==> config.mk <==
export PLATFORM = sky130hd
export DESIGN_NAME = ysyx_23060096_lsu_flat
export DESIGN_NICKNAME = d
export VERILOG_FILES = /design/src/rtl/ysyx_23060096_lsu_if.sv /design/src/rtl/ysyx_23060096_lsu.sv /design/src/flat_wrapper.sv
export SDC_FILE = /design/constraint.sdc
export NUM_CORES = 1
export LEC_CHECK = 0
export CORE_MARGIN = 2
export CORE_UTILIZATION = 37
export DETAILED_ROUTE_END_ITERATION = 8
export PLACE_DENSITY = 0.77
export SYNTH_ARGS = -nofsm -noshare
export SYNTH_HDL_FRONTEND = slang
export SYNTH_SLANG_ARGS = --single-unit
==> constraint.sdc <==
create_clock -name clk -period 1.5 [get_ports clk]
set_clock_uncertainty 0.1 [all_clocks]
set_input_delay 0.45 -clock clk [delete_from_list [all_inputs] [get_ports clk]]
set_output_delay 0.45 -clock clk [all_outputs]
set_load 0.01 [all_outputs]
==> src/rtl/ysyx_23060096_lsu_if.sv <==
// Bus bundle for the load/store unit: EXU request side, data-memory port and WBU result side.
// slave is the LSU's view, master is the view of the surrounding environment.
interface ysyx_23060096_lsu_if #(parameter int ADDR_W = 32);
    logic              in_valid;
    logic              in_ready;
    logic              in_memwr;
    logic              in_memrd;
    logic [2:0]        in_memop;
    logic [ADDR_W-1:0] in_addr;
    logic [31:0]       in_wdata;
    logic              mem_req;
    logic              mem_we;
    logic [ADDR_W-1:0] mem_addr;
    logic [3:0]        mem_wmask;
    logic [31:0]       mem_wdata;
    logic              mem_ack;
    logic [31:0]       mem_rdata;
    logic              out_valid;
    logic              out_ready;
    logic [31:0]       out_rdata;
    logic              out_err;

    modport slave (
        input  in_valid, in_memwr, in_memrd, in_memop, in_addr, in_wdata,
        output in_ready,
        output mem_req, mem_we, mem_addr, mem_wmask, mem_wdata,
        input  mem_ack, mem_rdata,
        output out_valid, out_rdata, out_err,
        input  out_ready
    );

    modport master (
        output in_valid, in_memwr, in_memrd, in_memop, in_addr, in_wdata,
        input  in_ready,
        input  mem_req, mem_we, mem_addr, mem_wmask, mem_wdata,
        output mem_ack, mem_rdata,
        input  out_valid, out_rdata, out_err,
        output out_ready
    );
endinterface

==> src/rtl/ysyx_23060096_lsu.sv <==
// Non-pipelined load/store unit: IDLE -> REQ -> RESP, byte/half/word lanes with sign/zero extension.
// Optional misaligned-access trap enabled by defining YSYX_23060096_LSU_MISALIGN_CHECK_EN.
module ysyx_23060096_lsu #(
    parameter int ADDR_W = 32
) (
    input  logic                clk,
    input  logic                rst,
    ysyx_23060096_lsu_if.slave  bus
);

    typedef enum logic [1:0] {
        IDLE = 2'b00,
        REQ  = 2'b01,
        RESP = 2'b10
    } state_t;

    state_t            state_r;
    state_t            state_s;
    logic [1:0]        off_r;
    logic [2:0]        memop_r;
    logic              mem_we_r;
    logic [ADDR_W-1:0] mem_addr_r;
    logic [3:0]        mem_wmask_r;
    logic [31:0]       mem_wdata_r;
    logic [31:0]       out_rdata_r;
    logic              out_err_r;

    logic              accept_s;
    logic              access_s;
    logic              misalign_s;
    logic [3:0]        wmask_s;
    logic [31:0]       wdata_s;

    // Lane select and extension of a read word; memop[1:0] picks size, memop[2] means unsigned.
    function automatic logic [31:0] load_ext(input logic [31:0] word, input logic [1:0] off,
                                             input logic [2:0] op);
        logic [7:0]  b;
        logic [15:0] h;
        logic [31:0] r;
        b = word[{off, 3'b000} +: 8];
        h = off[1] ? word[31:16] : word[15:0];
        case (op[1:0])
            2'b00:   r = op[2] ? {24'd0, b} : {{24{b[7]}}, b};
            2'b01:   r = op[2] ? {16'd0, h} : {{16{h[15]}}, h};
            default: r = word;
        endcase
        return r;
    endfunction

    // Request decode: acceptance, alignment trap and store lane/data formatting.
    always_comb begin
        accept_s   = bus.in_valid & (state_r == IDLE);
        access_s   = bus.in_memwr | bus.in_memrd;
        misalign_s = 1'b0;
`ifdef YSYX_23060096_LSU_MISALIGN_CHECK_EN
        case (bus.in_memop[1:0])
            2'b00:   misalign_s = 1'b0;
            2'b01:   misalign_s = access_s & bus.in_addr[0];
            default: misalign_s = access_s & (bus.in_addr[1:0] != 2'b00);
        endcase
`endif
        wmask_s = 4'b0000;
        wdata_s = 32'd0;
        if (bus.in_memwr && !misalign_s) begin
            case (bus.in_memop[1:0])
                2'b00: begin
                    wmask_s = 4'b0001 << bus.in_addr[1:0];
                    wdata_s = {4{bus.in_wdata[7:0]}};
                end
                2'b01: begin
                    wmask_s = 4'b0011 << {bus.in_addr[1], 1'b0};
                    wdata_s = {2{bus.in_wdata[15:0]}};
                end
                default: begin
                    wmask_s = 4'b1111;
                    wdata_s = bus.in_wdata;
                end
            endcase
        end else begin
            wmask_s = 4'b0000;
            wdata_s = 32'd0;
        end
    end

    // Next-state logic; a trapped or no-op request skips the memory phase.
    always_comb begin
        state_s = state_r;
        case (state_r)
            IDLE: begin
                if (accept_s) begin
                    if (access_s && !misalign_s) begin
                        state_s = REQ;
                    end else begin
                        state_s = RESP;
                    end
                end else begin
                    state_s = IDLE;
                end
            end
            REQ: begin
                if (bus.mem_ack) begin
                    state_s = RESP;
                end else begin
                    state_s = REQ;
                end
            end
            RESP: begin
                if (bus.out_ready) begin
                    state_s = IDLE;
                end else begin
                    state_s = RESP;
                end
            end
            default: state_s = IDLE;
        endcase
    end

    // State register.
    always_ff @(posedge clk) begin
        if (rst) begin
            state_r <= IDLE;
        end else begin
            state_r <= state_s;
        end
    end

    // Access registers: captured on accept, load result captured on ack; store wins over load.
    always_ff @(posedge clk) begin
        if (rst) begin
            off_r       <= 2'b00;
            memop_r     <= 3'b000;
            mem_we_r    <= 1'b0;
            mem_addr_r  <= {ADDR_W{1'b0}};
            mem_wmask_r <= 4'b0000;
            mem_wdata_r <= 32'd0;
            out_rdata_r <= 32'd0;
            out_err_r   <= 1'b0;
        end else if (accept_s) begin
            off_r       <= bus.in_addr[1:0];
            memop_r     <= bus.in_memop;
            mem_we_r    <= bus.in_memwr & ~misalign_s;
            mem_addr_r  <= {bus.in_addr[ADDR_W-1:2], 2'b00};
            mem_wmask_r <= wmask_s;
            mem_wdata_r <= wdata_s;
            out_rdata_r <= 32'd0;
            out_err_r   <= misalign_s;
        end else if ((state_r == REQ) && bus.mem_ack) begin
            mem_we_r    <= 1'b0;
            out_rdata_r <= mem_we_r ? 32'd0 : load_ext(bus.mem_rdata, off_r, memop_r);
        end
    end

    assign bus.in_ready  = (state_r == IDLE);
    assign bus.mem_req   = (state_r == REQ);
    assign bus.mem_we    = mem_we_r;
    assign bus.mem_addr  = mem_addr_r;
    assign bus.mem_wmask = mem_wmask_r;
    assign bus.mem_wdata = mem_wdata_r;
    assign bus.out_valid = (state_r == RESP);
    assign bus.out_rdata = out_rdata_r;
    assign bus.out_err   = out_err_r;

endmodule
==> src/flat_wrapper.sv <==
// flat-port wrapper written by rule: the top's interface ports become plain ports
module ysyx_23060096_lsu_flat 
#(
    parameter int ADDR_W = 32
)
  (clk, rst, bus_in_valid, bus_in_memwr, bus_in_memrd, bus_in_memop, bus_in_addr, bus_in_wdata, bus_in_ready, bus_mem_req, bus_mem_we, bus_mem_addr, bus_mem_wmask, bus_mem_wdata, bus_mem_ack, bus_mem_rdata, bus_out_valid, bus_out_rdata, bus_out_err, bus_out_ready);
  ysyx_23060096_lsu_if #(.ADDR_W(ADDR_W)) bus_i ();
  input  logic clk;
  input  logic rst;
  input wire logic [$bits(bus_i.in_valid)-1:0] bus_in_valid;
  input wire logic [$bits(bus_i.in_memwr)-1:0] bus_in_memwr;
  input wire logic [$bits(bus_i.in_memrd)-1:0] bus_in_memrd;
  input wire logic [$bits(bus_i.in_memop)-1:0] bus_in_memop;
  input wire logic [$bits(bus_i.in_addr)-1:0] bus_in_addr;
  input wire logic [$bits(bus_i.in_wdata)-1:0] bus_in_wdata;
  output wire logic [$bits(bus_i.in_ready)-1:0] bus_in_ready;
  output wire logic [$bits(bus_i.mem_req)-1:0] bus_mem_req;
  output wire logic [$bits(bus_i.mem_we)-1:0] bus_mem_we;
  output wire logic [$bits(bus_i.mem_addr)-1:0] bus_mem_addr;
  output wire logic [$bits(bus_i.mem_wmask)-1:0] bus_mem_wmask;
  output wire logic [$bits(bus_i.mem_wdata)-1:0] bus_mem_wdata;
  input wire logic [$bits(bus_i.mem_ack)-1:0] bus_mem_ack;
  input wire logic [$bits(bus_i.mem_rdata)-1:0] bus_mem_rdata;
  output wire logic [$bits(bus_i.out_valid)-1:0] bus_out_valid;
  output wire logic [$bits(bus_i.out_rdata)-1:0] bus_out_rdata;
  output wire logic [$bits(bus_i.out_err)-1:0] bus_out_err;
  input wire logic [$bits(bus_i.out_ready)-1:0] bus_out_ready;
  assign bus_i.in_valid = bus_in_valid;
  assign bus_i.in_memwr = bus_in_memwr;
  assign bus_i.in_memrd = bus_in_memrd;
  assign bus_i.in_memop = bus_in_memop;
  assign bus_i.in_addr = bus_in_addr;
  assign bus_i.in_wdata = bus_in_wdata;
  assign bus_in_ready = bus_i.in_ready;
  assign bus_mem_req = bus_i.mem_req;
  assign bus_mem_we = bus_i.mem_we;
  assign bus_mem_addr = bus_i.mem_addr;
  assign bus_mem_wmask = bus_i.mem_wmask;
  assign bus_mem_wdata = bus_i.mem_wdata;
  assign bus_i.mem_ack = bus_mem_ack;
  assign bus_i.mem_rdata = bus_mem_rdata;
  assign bus_out_valid = bus_i.out_valid;
  assign bus_out_rdata = bus_i.out_rdata;
  assign bus_out_err = bus_i.out_err;
  assign bus_i.out_ready = bus_out_ready;
  ysyx_23060096_lsu #(.ADDR_W(ADDR_W)) u_core (.clk(clk), .rst(rst), .bus(bus_i));
endmodule
Word-level counts from Yosys, hierarchy flattened:

Cells that the tools add are included.

* reductions and logical operators: 6
* shift operators: 3
* multiplexer cells: 16
* eq/ne operators: 4
* bitwise logic cells: 2

Operators with widths (number)
* 2-to-1 mux 32 bit: 4
* one-hot mux 32 bit (2 select lines): 2
* indexed part select 32 x 6 -> 8 bit: 1
* 2-to-1 mux 16 bit: 1
* 2-to-1 mux 2 bit: 4
* one-hot mux 4 bit (2 select lines): 1
* == test 2 x 1 -> 1 bit (second input constant): 3
* logical NOT 2 bit: 3
* one-hot mux 2 bit (3 select lines): 1
* 2-to-1 mux 4 bit: 1
* << shifter 1 x 2 -> 4 bit (first input constant): 1
* << shifter 2 x 2 -> 4 bit (first input constant): 1
* == test 2 bit (second input constant): 1
* 2-to-1 mux 1 bit: 2
* nonzero test 2 bit: 1
* OR reduction 2 bit: 1
* bitwise AND 1 bit: 1
* logical AND 1 bit: 1
* OR 1 bit: 1

* output and inout port bits: 105
* register bits: 106

Longest topological paths before layout:

Gate-level depths: netlist of the first run.

* depth in word-level cells: 4
* mapped depth: 7

Least setup slack after synthesis of the first run:

OpenSTA, ideal clock, no wires.

* path kind: input to register
* start: input port rst
* end: register u_core.out_rdata_r[22] (netlist: u_core.bus.out_rdata[22])
* setup slack: -0.175 ns
* required time: 1.341 ns
* arrival: 1.516 ns
* library setup time: 0.059 ns
* stages: 5
* buffers on the path: 2
* path through: clkbuf_1 nor3_2 o2111a_1 buf_4 a221o_1

* longest elaborated chain between the ends: 1

RTL lines
* start, declared: RTL line flat_wrapper.sv:9 `input logic rst;`
* OR reduction 2 bit (no line)
* end signal, assigned: RTL line ysyx_23060096_lsu.sv:149 `out_rdata_r <= mem_we_r ? 32'd0 : load_ext(bus.mem_rdata, off_r, memop_r);`
* end, declared: RTL line ysyx_23060096_lsu.sv:25 `logic [31:0] out_rdata_r;`

Every way passes these cells.
A chain may end at the register's enable or synchronous reset.

Worst setup path in the final report of the first run:

* start: register u_core.state_r[0]
* end: register u_core.state_r[1]

* longest elaborated chain between the ends: 4

RTL lines
* start, declared: RTL line ysyx_23060096_lsu.sv:17 `state_t state_r;`
* start signal, assigned: RTL line ysyx_23060096_lsu.sv:123 `state_r <= state_s;`
* logical NOT 2 bit: RTL line ysyx_23060096_lsu.sv:52, ysyx_23060096_lsu.sv:88
* bitwise AND 1 bit: RTL line ysyx_23060096_lsu.sv:52 `accept_s = bus.in_valid & (state_r == IDLE);`
* 2-to-1 mux 2 bit: RTL line ysyx_23060096_lsu.sv:90 `if (accept_s) begin`
* one-hot mux 2 bit (3 select lines) (*): RTL line ysyx_23060096_lsu.sv:88 `case (state_r)`

Every way passes the cells marked *; elsewhere a longest branch is shown, timed or not.

==> flow_summary_export.csv, run 1 <==
group,metric,value,unit
sta,fin_crit,1690,ps
worst_setup_path,start_kind,"flop",
synthesis,yosys.cell_count.top_type,"nand2_1",
worst_setup_path,reg2regPathDepth,6,
final_layout,fin_nets,880,
power_and_ir_drop,combPwrFrac,24.2,%
clock_tree,cts_sinks,106,
routing,postRouteAntennaNets,0,
routing,drc,0,
clock_tree,clk_latency,350,ps
worst_setup_path,crit_required,1670,ps
synthesis,synth_cells,515,
clock_tree,hold_buffers,0,
floorplanning,pin_count,211,
floorplanning,fp-row-count,40,
routing,wirelength,17.1,mm
clock_tree,cts.clk_slew.worst_paths,70,ps
synthesis,syn_avg_cell_area,8.64,um^2
worst_setup_path,cp_cell_sequence,"or3b_4 -> buf_6 -> buf_12 -> o32ai_4 -> nand2b_1 -> a21oi_1",
sta,finalHoldViolCount,0,
routing,first_pass_iters,4,
worst_setup_path,slowest_stage,"or3b_4",
clock_tree,root_buffer,"clkbuf_16",
synthesis,yosys_warnings,0,
worst_setup_path,end_kind,"flop",
synthesis,synth.top_cells.by_count,"nand2_1 (118), dfxtp_1 (106), a21oi_1 (48)",
power_and_ir_drop,pwr-share-seq,42.6,%
floorplanning,coreArea,11900,um^2
synthesis,syn-cell-area,4450,um^2
worst_setup_path,crit_path_end,"u_core.state_r[1]$_SDFF_PP0_",
synthesis,ys_ff_latch,106,
final_layout,drive_gt1_share,45.7,%
grt,grt-ovfl-total,0,
min_path,min_path_type,"reg2reg",
floorplanning,initial_core_util,37.5,%
synthesis,async_flop_share,0,%
sta,relSlewSlack,63.5,%
synthesis,yosysUniqueCellTypes,40,
min_path,worstHoldStart,"u_core.bus.mem_wmask[1]$_SDFFE_PP0P_",
synthesis,yosys.area.top_type,"dfxtp_1",
grt,grt_pass1_wl,24.9,mm
floorplanning,die-area,12900,um^2
outcome,violations,"setup timing",
floorplanning,die_h,114,um
routing,drt-vias-per-instance,5.35,
sta,setup_viol,83,
clock_tree,htree_levels,3,
power_and_ir_drop,p_sw_share,28.3,%
synthesis,yosysSeqAreaShare,47.7,%
power_and_ir_drop,clkPwrFrac,33.2,%
worst_setup_path,cp.arrival,1860,ps
outcome,status,"finished, violations left",
final_layout,area_delta_synth_final,79.8,%
worst_setup_path,path_class,"reg2reg",
routing,dr_total_vias,4964,
clock_tree,ctsLongestPathBuffers,2,
worst_setup_path,slowest_delay,420,ps
sta,post-route-period-util,113,%
synthesis,synth_top_area_share,47.7,%
grt,grt_usage,24.4,%
worst_setup_path,cp-startpoint,"u_core.state_r[0]$_SDFF_PP0_",
synthesis,synth_flop_cell,"dfxtp_1",
power_and_ir_drop,p_int,5.20,mW
grt,antenna_found_initial,0,
job,max_cap_violations,0,
sta,setup_slack,-192,ps
worst_setup_path,crit_fanout,5,
worst_setup_path,r2r_end,"u_core.state_r[1]$_SDFF_PP0_",
power_and_ir_drop,leakagePower,3.42,nW
synthesis,synth-edff-count,0,
grt,first_global_vias,5023,
sta,clock.fmax,0.591,GHz
worst_setup_path,r2r-start,"u_core.state_r[0]$_SDFF_PP0_",
grt,grt_max_degree,38,
sta,worstMarginPinSlew,546,ps
power_and_ir_drop,p_sw,2.06,mW
placed_design,dp_cells,880,
floorplanning,die_width,114,um
clock_tree,cts_tree,"done",
sta,slew_violations,0,
worst_setup_path,regToRegSetupSlack,-190,ps
placed_design,port_buffers,207,
sta,hold_ws,348,ps
sta,rsz0062_at_grt,"yes",
power_and_ir_drop,peakVddDrop,743,uV
clock_tree,cts_buffers,9,
routing,wire_per_inst,18.5,um
power_and_ir_drop,power.density,907,nW/um^2
routing,drt-initial-drc-count,306,
placed_design,hpwl,11.2,mm
synthesis,synth.area.top_cells,"dfxtp_1 (48%), nand2_1 (9.9%), a21oi_1 (5.4%)",
final_layout,layout.cells.non_filler,927,
placed_design,place_congestion,0.833,
-- final cells by class --
class                           count  area [um^2]
Antenna cell                        1         2.50
Fill cell                         892         3850
Sequential cell                   106         2170
Clock buffer                        9          225
Clock inverter                      7         76.3
Tap cell                          147          184
Inverter                            7         30.0
Timing Repair Buffer              286         2590
Multi-Input combinational cell    364         2720
-- cells in the final DEF, fill, tap and decap left out, types with 10 or more instances in the layout --
master,instances
nand2_4,27
clkbuf_16,13
mux2i_1,11
o21ai_1,29
o21ai_0,12
clkbuf_2,56
dfxtp_1,74
a221o_1,16
nand2_1,82
buf_2,28
buf_4,41
o21ai_2,19
buf_12,14
clkdlybuf4s50_1,92
dlygate4sd2_1,10
clkdlybuf4s15_2,15
nor2b_1,16
mux2_2,15
buf_6,18
a21oi_2,26
a21oi_1,21
dfxtp_2,28
-- registers in the layout, summed over array words and instances, names as in the netlist --
register,flops
u_core.state_r,2
u_core.bus.mem_we,1
u_core.memop_r,3
u_core.bus.mem_wdata,32
u_core.off_r,2
u_core.bus.mem_addr,30
u_core.bus.out_rdata,32
u_core.bus.mem_wmask,4
-- metrics by stage --
step                TNS, ps  power [mW]  worst slack (ps)  util, %  cell area, um^2
floorplan             -4960        3.69              -152        -             4520
global placement     -58340        4.50              -693     59.3             7040
detailed placement   -64210        4.54              -787     59.3             7040
CTS                   -5490        7.07              -152     65.6             7780
global route         -11450        7.53              -248     67.5             8000
finish                -6520        7.26              -192     67.5             8010
-- worst min-delay path by stage --
stage                                      endpoint  cells after the start  slack, ps
5_1_grt        u_core.bus.out_rdata[8]$_SDFFE_PP0P_                      2        370
3_3_place_gp   u_core.bus.mem_wmask[1]$_SDFFE_PP0P_                      2        330
2_1_floorplan  u_core.bus.mem_wmask[1]$_SDFFE_PP0P_                      2        370
6_report       u_core.bus.mem_wmask[1]$_SDFFE_PP0P_                      2        350
4_1_cts        u_core.bus.mem_wmask[3]$_SDFFE_PP0P_                      2        340
3_5_place_dp   u_core.bus.mem_wmask[3]$_SDFFE_PP0P_                      2        340
-- kinds of logic after synthesis --
kind of cell	after synthesis	synth area share [%]
other	1	0.0842
and+or+nand+nor	171	17.9
buffers and inverters	48	4.86
AOI/OAI and AO/OA	160	22.2
DFF	106	47.7
muxes	29	7.28
-- layer usage --
metal | GRT usage, % | vias up | routed length, um
li1 | - | 2324 | -
met1 | 26.0 | 2372 | 6280
met2 | 43.6 | 231 | 8650
met3 | 10.2 | 37 | 1750
met4 | 8.13 | 0 | 452
met5 | 0 | - | 0
-- power by group through the flow --
stage	Clock [mW]	Combinational (mW)	Sequential, mW
floorplan	0	0.528	3.17
global placement	0	1.39	3.11
detailed placement	0	1.42	3.12
CTS	2.44	1.57	3.06
global route	2.55	1.87	3.11
finish	2.41	1.76	3.09
-- critical path: cells and delay by family, from the launching register on --
| kind | cells | cell delay [ps] |
|---|---|---|
| flops | 1 | 370 |
| simple gates | 2 | 510 |
| compound gates | 2 | 350 |
| buf+inv | 2 | 280 |
-- what timing repair did --
item | CTS | global route
gates cloned | 5 | 9
resized for setup | 332 | 256
buffers inserted | 13 | 12
setup endpoints to repair | 207 | 194
pin swaps | 32 | 75
(Power assumes the default switching activity.)
==> inputs of run 2 (changes only) <==
--- a/config.mk
+++ b/config.mk
@@ -5,6 +5,7 @@
 export SDC_FILE = /design/constraint.sdc
 export NUM_CORES = 1
 export LEC_CHECK = 0
+export CAP_MARGIN = 0
 export CORE_MARGIN = 2
 export CORE_UTILIZATION = 37
 export DETAILED_ROUTE_END_ITERATION = 8
==> results of run 2 <==
Same layout as run 1: the final DEF is identical, and so are final timing and power.
